[src/rtl/pulse_stretcher_if.sv]
// Bundle of the strobe input and the stretched-level status outputs.
// The design drives the status signals and the bench drives the strobe.
interface pulse_stretcher_if #(
    parameter int PEND_W = 3
);
    logic              pulse_in;
    logic              level_out;
    logic              busy;
    logic              done;
    logic [PEND_W-1:0] pending;
    logic              overflow;

    modport slave (
        input  pulse_in,
        output level_out,
        output busy,
        output done,
        output pending,
        output overflow
    );

    modport master (
        output pulse_in,
        input  level_out,
        input  busy,
        input  done,
        input  pending,
        input  overflow
    );
endinterface

[src/rtl/pulse_stretcher.sv]
// Stretches single-cycle strobes into fixed-length high windows separated by
// a minimum low gap. Strobes that arrive while a window or gap is running are
// counted in a saturating pending counter (or restart the window when
// RETRIGGER is set), so every accepted strobe yields exactly one window.
module pulse_stretcher #(
    parameter int HIGH_CYCLES = 4,
    parameter int GAP_CYCLES  = 2,
    parameter int PEND_W      = 3,
    parameter int RETRIGGER   = 0
) (
    input  logic clk,
    input  logic rst,
    pulse_stretcher_if.slave bus
);
    // The counter only ever holds values up to max(HIGH, GAP) - 1.
    localparam int CNT_MAX = (HIGH_CYCLES > GAP_CYCLES) ? HIGH_CYCLES : GAP_CYCLES;
    localparam int CNT_W   = (CNT_MAX > 1) ? $clog2(CNT_MAX) : 1;

    localparam logic [CNT_W-1:0]  HIGH_LOAD = CNT_W'(HIGH_CYCLES - 1);
    localparam logic [CNT_W-1:0]  GAP_LOAD  = (GAP_CYCLES > 0) ? CNT_W'(GAP_CYCLES - 1) : '0;
    localparam logic [CNT_W-1:0]  CNT_ONE   = CNT_W'(1);
    localparam logic [PEND_W-1:0] PEND_MAX  = '1;
    localparam logic [PEND_W-1:0] PEND_ONE  = PEND_W'(1);

    typedef enum logic [1:0] {
        IDLE = 2'd0,
        HIGH = 2'd1,
        GAP  = 2'd2
    } state_t;

    state_t            state_reg, state_next;
    logic [CNT_W-1:0]  cnt_reg, cnt_next;
    logic [PEND_W-1:0] pend_reg, pend_next;
    logic              ovf_reg, ovf_next;
    logic              done_reg, done_next;
    logic              level_reg, level_next;

    logic              inc;
    logic              dec;
    logic              start_eval;

    // State register; level and done are registered alongside the state so
    // all outputs change on the same edge.
    always_ff @(posedge clk) begin
        if (rst) begin
            state_reg <= IDLE;
            cnt_reg   <= '0;
            pend_reg  <= '0;
            ovf_reg   <= 1'b0;
            done_reg  <= 1'b0;
            level_reg <= 1'b0;
        end else begin
            state_reg <= state_next;
            cnt_reg   <= cnt_next;
            pend_reg  <= pend_next;
            ovf_reg   <= ovf_next;
            done_reg  <= done_next;
            level_reg <= level_next;
        end
    end

    // Next-state logic: window/gap sequencing, start rule and pending bookkeeping.
    always_comb begin
        state_next = state_reg;
        cnt_next   = cnt_reg;
        pend_next  = pend_reg;
        ovf_next   = ovf_reg;
        done_next  = 1'b0;
        inc        = 1'b0;
        dec        = 1'b0;
        start_eval = 1'b0;

        case (state_reg)
            IDLE: begin
                if (bus.pulse_in) begin
                    state_next = HIGH;
                    cnt_next   = HIGH_LOAD;
                end
            end
            HIGH: begin
                if ((RETRIGGER != 0) && bus.pulse_in) begin
                    // Restart the window; this also swallows the done of the
                    // window that would otherwise have ended now.
                    cnt_next = HIGH_LOAD;
                end else if (cnt_reg == '0) begin
                    done_next = 1'b1;
                    if (GAP_CYCLES > 0) begin
                        state_next = GAP;
                        cnt_next   = GAP_LOAD;
                        inc        = bus.pulse_in;
                    end else begin
                        start_eval = 1'b1;
                    end
                end else begin
                    cnt_next = cnt_reg - CNT_ONE;
                    inc      = bus.pulse_in;
                end
            end
            GAP: begin
                if (cnt_reg == '0) begin
                    start_eval = 1'b1;
                end else begin
                    cnt_next = cnt_reg - CNT_ONE;
                    inc      = bus.pulse_in;
                end
            end
            default: begin
                state_next = IDLE;
                cnt_next   = '0;
            end
        endcase

        // Start rule: a queued event takes priority, and a same-cycle strobe
        // then simply replaces it in the queue.
        if (start_eval) begin
            if (pend_reg != '0) begin
                state_next = HIGH;
                cnt_next   = HIGH_LOAD;
                dec        = 1'b1;
                inc        = bus.pulse_in;
            end else if (bus.pulse_in) begin
                state_next = HIGH;
                cnt_next   = HIGH_LOAD;
            end else begin
                state_next = IDLE;
                cnt_next   = '0;
            end
        end

        // Pending counter saturates; a dropped event latches overflow.
        if (inc && !dec) begin
            if (pend_reg == PEND_MAX) begin
                ovf_next = 1'b1;
            end else begin
                pend_next = pend_reg + PEND_ONE;
            end
        end else if (dec && !inc) begin
            pend_next = pend_reg - PEND_ONE;
        end

        level_next = (state_next == HIGH);
    end

    assign bus.level_out = level_reg;
    assign bus.busy      = (state_reg != IDLE);
    assign bus.done      = done_reg;
    assign bus.pending   = pend_reg;
    assign bus.overflow  = ovf_reg;
endmodule

[src/flat_wrapper.sv]
// flat-port wrapper written by rule: the top's interface ports become plain ports
module pulse_stretcher_flat 
#(
    parameter int HIGH_CYCLES = 4,
    parameter int GAP_CYCLES  = 2,
    parameter int PEND_W      = 3,
    parameter int RETRIGGER   = 0
)
  (clk, rst, bus_pulse_in, bus_level_out, bus_busy, bus_done, bus_pending, bus_overflow);
  pulse_stretcher_if #(.PEND_W(PEND_W)) bus_i ();
  input  logic clk;
  input  logic rst;
  input wire logic [$bits(bus_i.pulse_in)-1:0] bus_pulse_in;
  output wire logic [$bits(bus_i.level_out)-1:0] bus_level_out;
  output wire logic [$bits(bus_i.busy)-1:0] bus_busy;
  output wire logic [$bits(bus_i.done)-1:0] bus_done;
  output wire logic [$bits(bus_i.pending)-1:0] bus_pending;
  output wire logic [$bits(bus_i.overflow)-1:0] bus_overflow;
  assign bus_i.pulse_in = bus_pulse_in;
  assign bus_level_out = bus_i.level_out;
  assign bus_busy = bus_i.busy;
  assign bus_done = bus_i.done;
  assign bus_pending = bus_i.pending;
  assign bus_overflow = bus_i.overflow;
  pulse_stretcher #(.HIGH_CYCLES(HIGH_CYCLES), .GAP_CYCLES(GAP_CYCLES), .PEND_W(PEND_W), .RETRIGGER(RETRIGGER)) u_core (.clk(clk), .rst(rst), .bus(bus_i));
endmodule
[config.mk]
export PLATFORM = sky130hd
export DESIGN_NAME = pulse_stretcher_flat
export DESIGN_NICKNAME = d
export VERILOG_FILES = /design/src/rtl/pulse_stretcher_if.sv /design/src/rtl/pulse_stretcher.sv /design/src/flat_wrapper.sv
export SDC_FILE = /design/constraint.sdc
export NUM_CORES = 1
export LEC_CHECK = 0
export CAP_MARGIN = 20
export CORE_MARGIN = 8
export CORE_UTILIZATION = 52
export DETAILED_ROUTE_END_ITERATION = 7
export PLACE_DENSITY = 0.77
export SLEW_MARGIN = 25
export SYNTH_ARGS = -nofsm -noshare
export SYNTH_HDL_FRONTEND = slang
export SYNTH_SLANG_ARGS = --single-unit
export TNS_END_PERCENT = 5
[constraint.sdc]
create_clock -name clk -period 2.28 [get_ports clk]
set_input_delay 0.57 -clock clk [delete_from_list [all_inputs] [get_ports clk]]
set_output_delay 0.57 -clock clk [all_outputs]
set_load 0.005 [all_outputs]
# --- Word-level counts from Yosys, hierarchy flattened ---
# Cells that the tools add are included.
totals:
  elab_cells: 54
  output_inout_bits: 7
  input_bits: 3
  register_bits: 10
op_classes:
  n_addsub: 3
  mux: 24
  bitwise_logic: 1
  n_reduce_logical: 13
  n_eq_ne: 7
ops:
  columns: ["op", "count"]
  rows:
  - ["2-to-1 mux 2 bit", 10]
  - ["one-hot mux 2 bit (3 select lines)", 2]
  - ["2-to-1 mux 3 bit", 3]
  - ["2-to-1 mux 1 bit", 8]
  - ["!= test 3 x 2 -> 1 bit, second input constant", 2]
  - ["AND reduction 2 bit", 3]
  - ["equality test 2 x 1 -> 1 bit, second input constant", 2]
  - ["logical NOT 2 bit", 2]
  - ["nonzero test 2 bit", 2]
  - ["adder 3 x 1 -> 3 bit, second input constant", 1]
  - ["equality test 3 bit, second input constant", 1]
  - ["nonzero test 3 bit", 1]
  - ["subtractor 3 x 1 -> 3 bit, second input constant", 1]
  - ["equality test 2 bit, second input constant", 1]
  - ["logical AND 1 bit", 2]
  - ["logical NOT 1 bit", 2]
  - ["!= test 2 bit, second input constant", 1]
  - ["one-hot mux 1 bit (2 select lines)", 1]
  - ["OR reduction 2 bit", 1]
  - ["subtractor 2 x 1 -> 2 bit, second input constant", 1]
  - ["inverter 1 bit", 1]

# --- Logic depth before layout (Yosys ltp) ---
# Gate-level depths: netlist of run 1.
depth:
  depth_word: 9
  mapped_depth: 10

# --- Worst setup path before layout of run 1 ---
# Ideal clock, no wire load.
synth_timing:
  path_kind: "input port to flip-flop"
  start: "input port bus_pulse_in"
  end: "register u_core.pend_reg[2] (netlist: u_core.bus.pending[2])"
  required_ns: 2.157
  slack_ns: 0.223
  t_arrival_ns: 1.933
  stages: 6
  n_path_buf: 1
  path_cell_list: "clkbuf_1 -> o211a_1 -> nand2_1 -> fa_1 -> a32oi_1 -> mux2_1"
synth_between:
  elab_chain_cells: 8
  word_cells_on_any_way: 11
synth_rtl:
  columns: ["element", "line", "text"]
  rows:
  - ["from (decl)", "flat_wrapper.sv:13", "input wire logic [$bits(bus_i.pulse_in)-1:0] bus_pulse_in;"]
  - ["2-to-1 mux 1 bit", "pulse_stretcher.sv:100", "if (cnt_reg == '0) begin"]
  - ["one-hot mux 1 bit (2 select lines)", "pulse_stretcher.sv:73", "case (state_reg)"]
  - ["2-to-1 mux 1 bit", "pulse_stretcher.sv:116", "if (pend_reg != '0) begin"]
  - ["2-to-1 mux 1 bit (*)", "pulse_stretcher.sv:115", "if (start_eval) begin"]
  - ["logical NOT 1 bit", "pulse_stretcher.sv:137", "end else if (dec && !inc) begin"]
  - ["logical AND 1 bit", "pulse_stretcher.sv:137", null]
  - ["nonzero test 2 bit (no source line)", null, null]
  - ["AND reduction 2 bit (no source line)", null, null]
  - ["to (signal assigned)", "pulse_stretcher.sv:55", "pend_reg <= pend_next;"]
  - ["to (decl)", "pulse_stretcher.sv:33", "logic [PEND_W-1:0] pend_reg, pend_next;"]
# Mark *: on every way between the ends. The rest lies on a longest branch, timed or not.
# A chain may end at the register's enable or synchronous reset.

# --- Worst setup path after layout of run 1 ---
layout_timing:
  start: "register u_core.state_reg[0]"
  end: "output port bus_busy"
layout_between:
  elab_chain_cells: 1
layout_rtl:
  columns: ["element", "line", "text"]
  rows:
  - ["from (decl)", "pulse_stretcher.sv:31", "state_t state_reg, state_next;"]
  - ["from (signal assigned)", "pulse_stretcher.sv:53", "state_reg <= state_next;"]
  - ["nonzero test 2 bit", "pulse_stretcher.sv:145", "assign bus.busy = (state_reg != IDLE);"]
  - ["to (decl)", "flat_wrapper.sv:15", "output wire logic [$bits(bus_i.busy)-1:0] bus_busy;"]
# No other way between the ends.

==> results of run 1 <==
per-layer routing:
| layer | wire length [µm] | share of wire, % | up-vias |
|---|---|---|---|
| met5 | 0 | 0 | - |
| met4 | 16 | 0.94 | 0 |
| met3 | 65 | 3.8 | 2 |
| met2 | 836 | 49 | 12 |
| met1 | 789 | 46 | 300 |
| li1 | - | - | 336 |
layout make-up:
type / count / area, µm²
Multi-Input combinational cell: 68 / 479
Inverter: 8 / 30.0
Clock buffer: 3 / 22.5
Sequential cell: 10 / 203
Fill cell: 110 / 437
Tap cell: 15 / 18.8
Timing Repair Buffer: 14 / 128
stage by stage:
stage / utilization (%) / hold WS [ns] / setup TNS [ns] / cell area, µm²
2_1_floorplan: - / 0.461 / 0 / 739
3_3_place_gp: 65.0 / 0.454 / 0 / 856
3_5_place_dp: 65.0 / 0.466 / -0.0160 / 856
4_1_cts: 66.7 / 0.486 / 0 / 878
5_1_grt: 66.9 / 0.509 / 0 / 881
6_report: 66.9 / 0.484 / 0 / 881
worst min path at each step:
stage                                       endpoint  cells past startpoint
CTS                 u_core.bus.overflow$_SDFFE_PP0P_                      2
floorplan           u_core.bus.overflow$_SDFFE_PP0P_                      2
detailed placement  u_core.bus.overflow$_SDFFE_PP0P_                      2
finish              u_core.bus.overflow$_SDFFE_PP0P_                      2
global placement    u_core.bus.overflow$_SDFFE_PP0P_                      2
global route        u_core.bus.overflow$_SDFFE_PP0P_                      2
power groups by stage:
stage	sequential [W]	clock [W]	combinational (W)
2_1_floorplan	0.000272	0	0.000398
3_3_place_gp	0.000274	0	0.000533
3_5_place_dp	0.000277	0	0.000552
4_1_cts	0.000274	0.000120	0.000556
5_1_grt	0.000289	0.000128	0.000625
6_report	0.000279	0.000115	0.000553
critical path, cell delays in order (launching register included):
cell and delay [ns]:
dfxtp_2 0.37, inv_1 0.07, ha_1 0.28, inv_1 0.10
clkdlybuf4s50_1 0.50
cells in the final DEF (no fill, tap or decap), drive strengths merged, types with 2 or more instances in the layout:
cell type / count
nor2: 19
nor2b: 5
a21oi: 7
clkdlybuf4s50: 9
dfxtp: 10
nand2b: 2
mux2: 2
o21ai: 3
buf: 5
o211a: 3
nand3: 2
clkbuf: 3
a31oi: 2
nand2: 4
ha: 6
a211oi: 2
inv: 8
kinds of logic (layout without fill, tap and decap cells):
| kind of cell | after synthesis | after routing |
|---|---|---|
| adder cells (fa/ha/maj) | 7 | 7 |
| buffers and inverters | 12 | 25 |
| flip-flops | 10 | 10 |
| AND/OR/NAND/NOR | 35 | 35 |
| AO/OA/AOI/OAI | 24 | 24 |
| multiplexers | 2 | 2 |
==> metrics.yaml, run 1 <==
p_int_w: 0.000557
antenna_found_initial: 0
seq_power_share_pct: 29.4
synth_top_family_by_area: "simple AND/OR/NAND/NOR gates"
drive_gt1_share_pct: 15.5
cts_resized: 0
rsz0062_at_grt: "false"
placedCellCount: 115
synth_most_common_cell: "nor2_1"
wl_per_cell_um: 14.5
power.clock.fraction_pct: 12.2
post-cts-setup-buffers: 0
grt_pass1_vias: 638
status: "completed"
synthMuxAreaShare_pct: 3.05
ir_drop_mv: 0.564
cts_tree: "done"
netlist_area_um2: 739
cts_made_buffers: 3
pin_count: 10
top_usage_layer: "met2"
slew_headroom_pct: 74.3
dp_hpwl_um: 1290
worstHoldPathType: "flip-flop to flip-flop"
die_y_um: 53.7
synth_cell_types: 30
power_density_nw_per_um2: 1080
overflow: 0
ys_seq_elements: 10
htreeDepth: 1
drt_iter0_markers: 13
met1_usage_pct: 17.7
end_kind: "output pin"
synth.top_cell.area_share_pct: 27.1
endpoint: "bus_busy"
cts_buffer_depth: 2
switching_power_w: 0.000391
grt_max_degree: 13
num_rows: 13
worstReg2RegStart: "u_core.cnt_reg[0]$_SDFFE_PP0P_"
num_vias: 650
p_leak_nw: 0.402
dieArea_um2: 2880
arrival_ns: 1.57
synth-xor-area-share_pct: 0
start_kind: "flip-flop"
synth-compound-area-share_pct: 24.4
clkTransAtPathRegs_ns: 0.06
startpoint: "u_core.state_reg[0]$_SDFF_PP0_"
syn_inst: 90
finalCritPeriodShare_pct: 93.7
swShare_pct: 41.2
ys.flop_type: "dfxtp_1"
start_util_pct: 56.1
synthAdderAreaFrac_pct: 12.9
met3_usage_pct: 1.65
stdcell_count: 118
ant_nets: 0
syn_nets: 100
crit_fanout: 6
async_flop_share_pct: 0
synth_seq_area_share_pct: 27.1
wirelength_um: 1710
power.total_w: 0.000947
synth_simple_gate_area_share_pct: 24.5
root_buffer: "clkbuf_4"
post-place-ws_ns: -0.0160
r2r_slack_ns: 0.24
vias_per_cell: 5.51
ys_top_cells_by_area: "dfxtp_1 (27%), ha_1 (10%), nor2_1 (9.6%)"
ctsHoldBuffers: 0
synth_common_cells: "nor2_1 (19), dfxtp_1 (10), inv_1 (8)"
worstSkewPairLatency_ns: 0.26
synth_edf_count: 0
largest_reg_flops: 3
max-cap-violations: 0
drcViolationCount: 0
final.setup_skew_ns: 0.00331
hold_start: "u_core.bus.overflow$_SDFFE_PP0P_"
worst_ep_required_time_ns: 1.71
use_met2_pct: 21.2
fin_ws_ns: 0.143
synth_top_cell_by_area: "dfxtp_1"
critical_path_class: "flip-flop to output pin"
worst_pin_slew_ns: 0.385
period_needed_ns: 2.14
die-width_um: 53.7
core_area_um2: 1320
r2r_cells: 8
hold_viol: 0
portBuffers: 9
r2r_end: "u_core.bus.pending[2]$_SDFFE_PP0P_"
syn_avg_cell_area_um2: 8.22
drt_pass1_iterations: 4
setup_viol: 0
clock-sinks: 10
grt_first_pass_wirelength_um: 2970
pwr-share-comb_pct: 58.4
slew_viol_final: 0
ys_warn_count: 0
area_growth_pct: 19.1
nets: 115
place.gp.congestion: 0.826
track_usage_pct: 13.5
antenna_cells: 0
timing.fmax_ghz: 0.468
No activity file was read; power rests on OpenSTA's default activity.
==> run 2, diff against run 1 <==
--- a/config.mk
+++ b/config.mk
@@ -7,9 +7,10 @@
 export LEC_CHECK = 0
 export CAP_MARGIN = 20
 export CORE_MARGIN = 8
-export CORE_UTILIZATION = 52
+export CORE_UTILIZATION = 54
+export CTS_BUF_LIST = sky130_fd_sc_hd__clkbuf_4 sky130_fd_sc_hd__clkbuf_8
 export DETAILED_ROUTE_END_ITERATION = 7
-export PLACE_DENSITY = 0.77
+export PLACE_DENSITY = 0.8
 export SLEW_MARGIN = 25
 export SYNTH_ARGS = -nofsm -noshare
 export SYNTH_HDL_FRONTEND = slang
==> metrics.yaml, run 2 (synthesis gave the netlist of run 1 again) <==
slew_viol_final: 0
hold_viol: 0
nFillCells: 106
area_growth_pct: 20.0
end_kind: "output pin"
slew_headroom_pct: 72.8
fin_area_um2: 887
power_density_nw_per_um2: 1110
final.setup.tns_ns: 0
cts_tree: "done"
setup_viol: 0
start_kind: "flip-flop"
rsz0062_at_grt: "false"
final.setup_skew_ns: 0.00201
arrival_ns: 1.57
num_rows: 13
fin_ws_ns: 0.142
r2r_end: "u_core.bus.pending[2]$_SDFFE_PP0P_"
final_cell_mix: "nor2_1 (19), dfxtp_1 (10), clkdlybuf4s50_1 (9)"
layout_commonest_cell: "nor2_1"
track_usage_pct: 12.3
cts_buffer_depth: 2
largest_reg_flops: 3
worstReg2RegStart: "u_core.state_reg[0]$_SDFF_PP0_"
ant_nets: 0
crit_fanout: 6
start_util_pct: 57.5
multi_input_area_um2: 482
worstSkewPairLatency_ns: 0.26
dp_hpwl_um: 1260
die_y_um: 53.0
clock-sinks: 10
grt_first_pass_wirelength_um: 2710
placedCellCount: 114
drive_gt1_share_pct: 14.6
pin_count: 10
num_vias: 689
critical_path_class: "flip-flop to output pin"
placed_area_um2: 848
core_area_um2: 1280
portBuffers: 9
post-cts-setup-buffers: 0
status: "completed"
worst_pin_slew_ns: 0.406
clkTransAtPathRegs_ns: 0.06
hold_start: "u_core.bus.overflow$_SDFFE_PP0P_"
grt_pass1_vias: 637
max-cap-violations: 0
r2r_slack_ns: 0.15
dieArea_um2: 2810
worstHoldPathType: "flip-flop to flip-flop"
worst_ep_required_time_ns: 1.71
ir_drop_mv: 0.810
stdcell_count: 118
drt_pass1_iterations: 4
root_buffer: "clkbuf_4"
antenna_cells: 0
die-width_um: 53.0
finalCritPeriodShare_pct: 93.8
grt_max_degree: 13
vias_per_cell: 5.84
overflow: 0
holdPathStages: 2
worstHoldEndpoint: "u_core.bus.overflow$_SDFFE_PP0P_"
regArea_um2: 200
wirelength_um: 1630
cts_made_buffers: 3
p_leak_nw: 0.402
drt_iter0_markers: 25
timing.fmax_ghz: 0.468
antenna_found_initial: 0
r2r_cells: 8
nets: 114
period_needed_ns: 2.14
htreeDepth: 1
drcViolationCount: 0
post-place-ws_ns: -0.0787
wl_per_cell_um: 13.8
place.gp.congestion: 0.879
-- run 2: metrics by stage --
stage | hold WS, ns | utilization (%) | power [W]
4_1_cts | 0.511 | 68.8 | 0.000987
3_3_place_gp | 0.462 | 66.0 | 0.000800
5_1_grt | 0.535 | 69.0 | 0.00108
3_5_place_dp | 0.489 | 66.0 | 0.000826
6_report | 0.518 | 69.0 | 0.000986
2_1_floorplan | 0.461 | - | 0.000670
-- run 2: worst max path at each step --
stage / start / slack [ns] / to
floorplan: bus_pulse_in / 0.22 / u_core.bus.pending[2]$_SDFFE_PP0P_
global placement: bus_pulse_in / 0.009 / u_core.bus.pending[2]$_SDFFE_PP0P_
detailed placement: bus_pulse_in / -0.08 / u_core.bus.pending[2]$_SDFFE_PP0P_
CTS: u_core.state_reg[0]$_SDFF_PP0_ / 0.07 / bus_busy
global route: u_core.state_reg[0]$_SDFF_PP0_ / 0.04 / u_core.bus.pending[2]$_SDFFE_PP0P_
finish: u_core.state_reg[1]$_SDFF_PP0_ / 0.14 / bus_busy
-- run 2: layer usage --
metal	routed length (µm)	global-route usage [%]
met1	751	15.6
met3	92	3.64
met5	0	0
met4	14	6.03
met2	774	18.4
-- run 2: worst max-delay path, cell delays in order (launching register included) --
cell             delay (ns)
dfxtp_1                0.42
inv_1                  0.09
ha_2                   0.22
inv_1                  0.07
clkdlybuf4s50_1        0.51
-- run 2: final cells by class --
type / count / share of cell area [%]
sequential: 10 / 22.6
timing repair buffer: 13 / 13.5
inverter: 8 / 3.39
multi-input combinational: 68 / 54.3
tap: 15 / 2.12
clock buffer: 4 / 4.09
-- run 2: what timing repair did --
item                       4_1_cts  5_1_grt
resized for setup                0        1
setup endpoints to repair        0        1
hold buffers                     0        0
-- run 2: power breakdown --
group          total, W  internal (W)  switching [W]
Combinational  0.000551      0.000267       0.000284
Clock          0.000154     0.0000968      0.0000571
Sequential     0.000282      0.000226      0.0000560
==> run 3, diff against run 2 <==
--- a/config.mk
+++ b/config.mk
@@ -5,8 +5,6 @@
 export SDC_FILE = /design/constraint.sdc
 export NUM_CORES = 1
 export LEC_CHECK = 0
-export CAP_MARGIN = 20
-export CORE_MARGIN = 8
 export CORE_UTILIZATION = 54
 export CTS_BUF_LIST = sky130_fd_sc_hd__clkbuf_4 sky130_fd_sc_hd__clkbuf_8
 export DETAILED_ROUTE_END_ITERATION = 7
@@ -15,4 +13,4 @@
 export SYNTH_ARGS = -nofsm -noshare
 export SYNTH_HDL_FRONTEND = slang
 export SYNTH_SLANG_ARGS = --single-unit
-export TNS_END_PERCENT = 5
+export TNS_END_PERCENT = 20
==> metrics.yaml, run 3 (synthesis gave the netlist of run 1 again) <==
wl_per_cell_um: 13.2
p_int_w: 0.000587
cts_tree: "done"
layout_commonest_cell: "nor2_1"
power_density_nw_per_um2: 1110
die-width_um: 39.0
seq_power_share_pct: 28.9
worstReg2RegStart: "u_core.state_reg[0]$_SDFF_PP0_"
slew_viol_final: 0
worstHoldPathType: "flip-flop to flip-flop"
use_met2_pct: 35.8
finalCritPeriodShare_pct: 95.5
grt_max_degree: 13
p_leak_nw: 0.404
vias_per_cell: 5.83
nets: 114
dieArea_um2: 1520
clock-sinks: 10
num_rows: 12
worst_pin_slew_ns: 0.405
hold_viol: 0
r2r_cells: 8
placedCellCount: 113
ctsHoldBuffers: 0
switching_power_w: 0.000395
final_core_util_pct: 74.6
worstSkewPairLatency_ns: 0.26
ant_nets: 0
area_growth_pct: 19.6
track_usage_pct: 24.4
placed_area_um2: 847
grt_pass1_vias: 579
power.clock.fraction_pct: 15.9
root_buffer: "clkbuf_4"
drt_iter0_markers: 26
r2r_end: "u_core.bus.pending[2]$_SDFFE_PP0P_"
max-cap-violations: 0
ir_drop_mv: 0.717
swShare_pct: 40.2
clkTransAtPathRegs_ns: 0.06
status: "completed"
r2r_slack_ns: 0.17
drive_gt1_share_pct: 14.6
end_kind: "output pin"
met1_usage_pct: 36.0
htreeDepth: 1
final.setup_skew_ns: 0.00125
slew_headroom_pct: 72.9
rsz0062_at_grt: "false"
period_needed_ns: 2.18
antenna_cells: 0
start_kind: "flip-flop"
arrival_ns: 1.61
die_y_um: 39.0
pwr-share-comb_pct: 55.1
timing.fmax_ghz: 0.459
stdcell_count: 117
cts_resized: 0
start_util_pct: 62.3
holdPathStages: 2
cts_buffer_depth: 2
critical_path_class: "flip-flop to output pin"
top_usage_layer: "met1"
fin_area_um2: 885
overflow: 0
cts_made_buffers: 3
worst_ep_required_time_ns: 1.71
met3_usage_pct: 1.73
antenna_found_initial: 0
pin_count: 10
hold_start: "u_core.bus.overflow$_SDFFE_PP0P_"
dp_hpwl_um: 1130
place.gp.congestion: 0.872
crit_fanout: 6
largest_reg_flops: 3
core_area_um2: 1190
grt_first_pass_wirelength_um: 2550
wirelength_um: 1540
worstHoldEndpoint: "u_core.bus.overflow$_SDFFE_PP0P_"
post-cts-setup-buffers: 0
num_vias: 682
drt_pass1_iterations: 4
portBuffers: 9
drcViolationCount: 0
final_cell_mix: "nor2_1 (19), clkdlybuf4s50_1 (9), dfxtp_1 (9)"
setup_viol: 0
power.total_w: 0.000982
[run 3: cell counts in the layout (fill, tap and decap cells not counted)]
Identical to the previous run, type by type.
[run 3: critical path: stages, from the launching register on]
cell and delay, ns:
dfxtp_1 0.40, inv_1 0.08, ha_1 0.28, inv_1 0.10
clkdlybuf4s50_1 0.49
[run 3: how the worst max path moves through the flow]
stage,from,end
floorplan,bus_pulse_in,u_core.bus.pending[2]$_SDFFE_PP0P_
global placement,bus_pulse_in,u_core.bus.pending[2]$_SDFFE_PP0P_
detailed placement,bus_pulse_in,u_core.bus.pending[2]$_SDFFE_PP0P_
CTS,u_core.state_reg[1]$_SDFF_PP0_,bus_busy
global route,u_core.state_reg[0]$_SDFF_PP0_,bus_busy
finish,u_core.state_reg[0]$_SDFF_PP0_,bus_busy
[run 3: final cells by class]
| type | count | area, µm² |
|---|---|---|
| inverters | 8 | 30.0 |
| fillers | 80 | 302 |
| multi-input cells | 68 | 479 |
| flip-flops and latches | 10 | 201 |
| repair buffers | 13 | 120 |
| well taps | 14 | 17.5 |
| clock buffers | 4 | 36.3 |
[run 3: stage by stage]
stage | setup TNS (ns) | setup slack, ns | hold WS [ns]
6_report | 0 | 0.102 | 0.488
5_1_grt | 0 | 0.0337 | 0.511
4_1_cts | 0 | 0.0549 | 0.487
3_5_place_dp | -0.0700 | -0.0700 | 0.467
3_3_place_gp | 0 | 0.0106 | 0.459
2_1_floorplan | 0 | 0.223 | 0.461
[run 3: power by group through the flow]
stage	logic [W]	clock network (W)	registers [W]
after global placement	0.000518	0	0.000280
after CTS	0.000540	0.000163	0.000280
after global routing	0.000603	0.000167	0.000289
final	0.000541	0.000156	0.000284
after floorplan	0.000398	0	0.000272
after detailed placement	0.000534	0	0.000284
[run 3: metal layers]
| layer | share of wire, % | vias up |
|---|---|---|
| li1 | - | 338 |
| met1 | 47 | 313 |
| met2 | 46 | 29 |
| met3 | 6.8 | 2 |
| met4 | 0.26 | 0 |
| met5 | 0 | - |
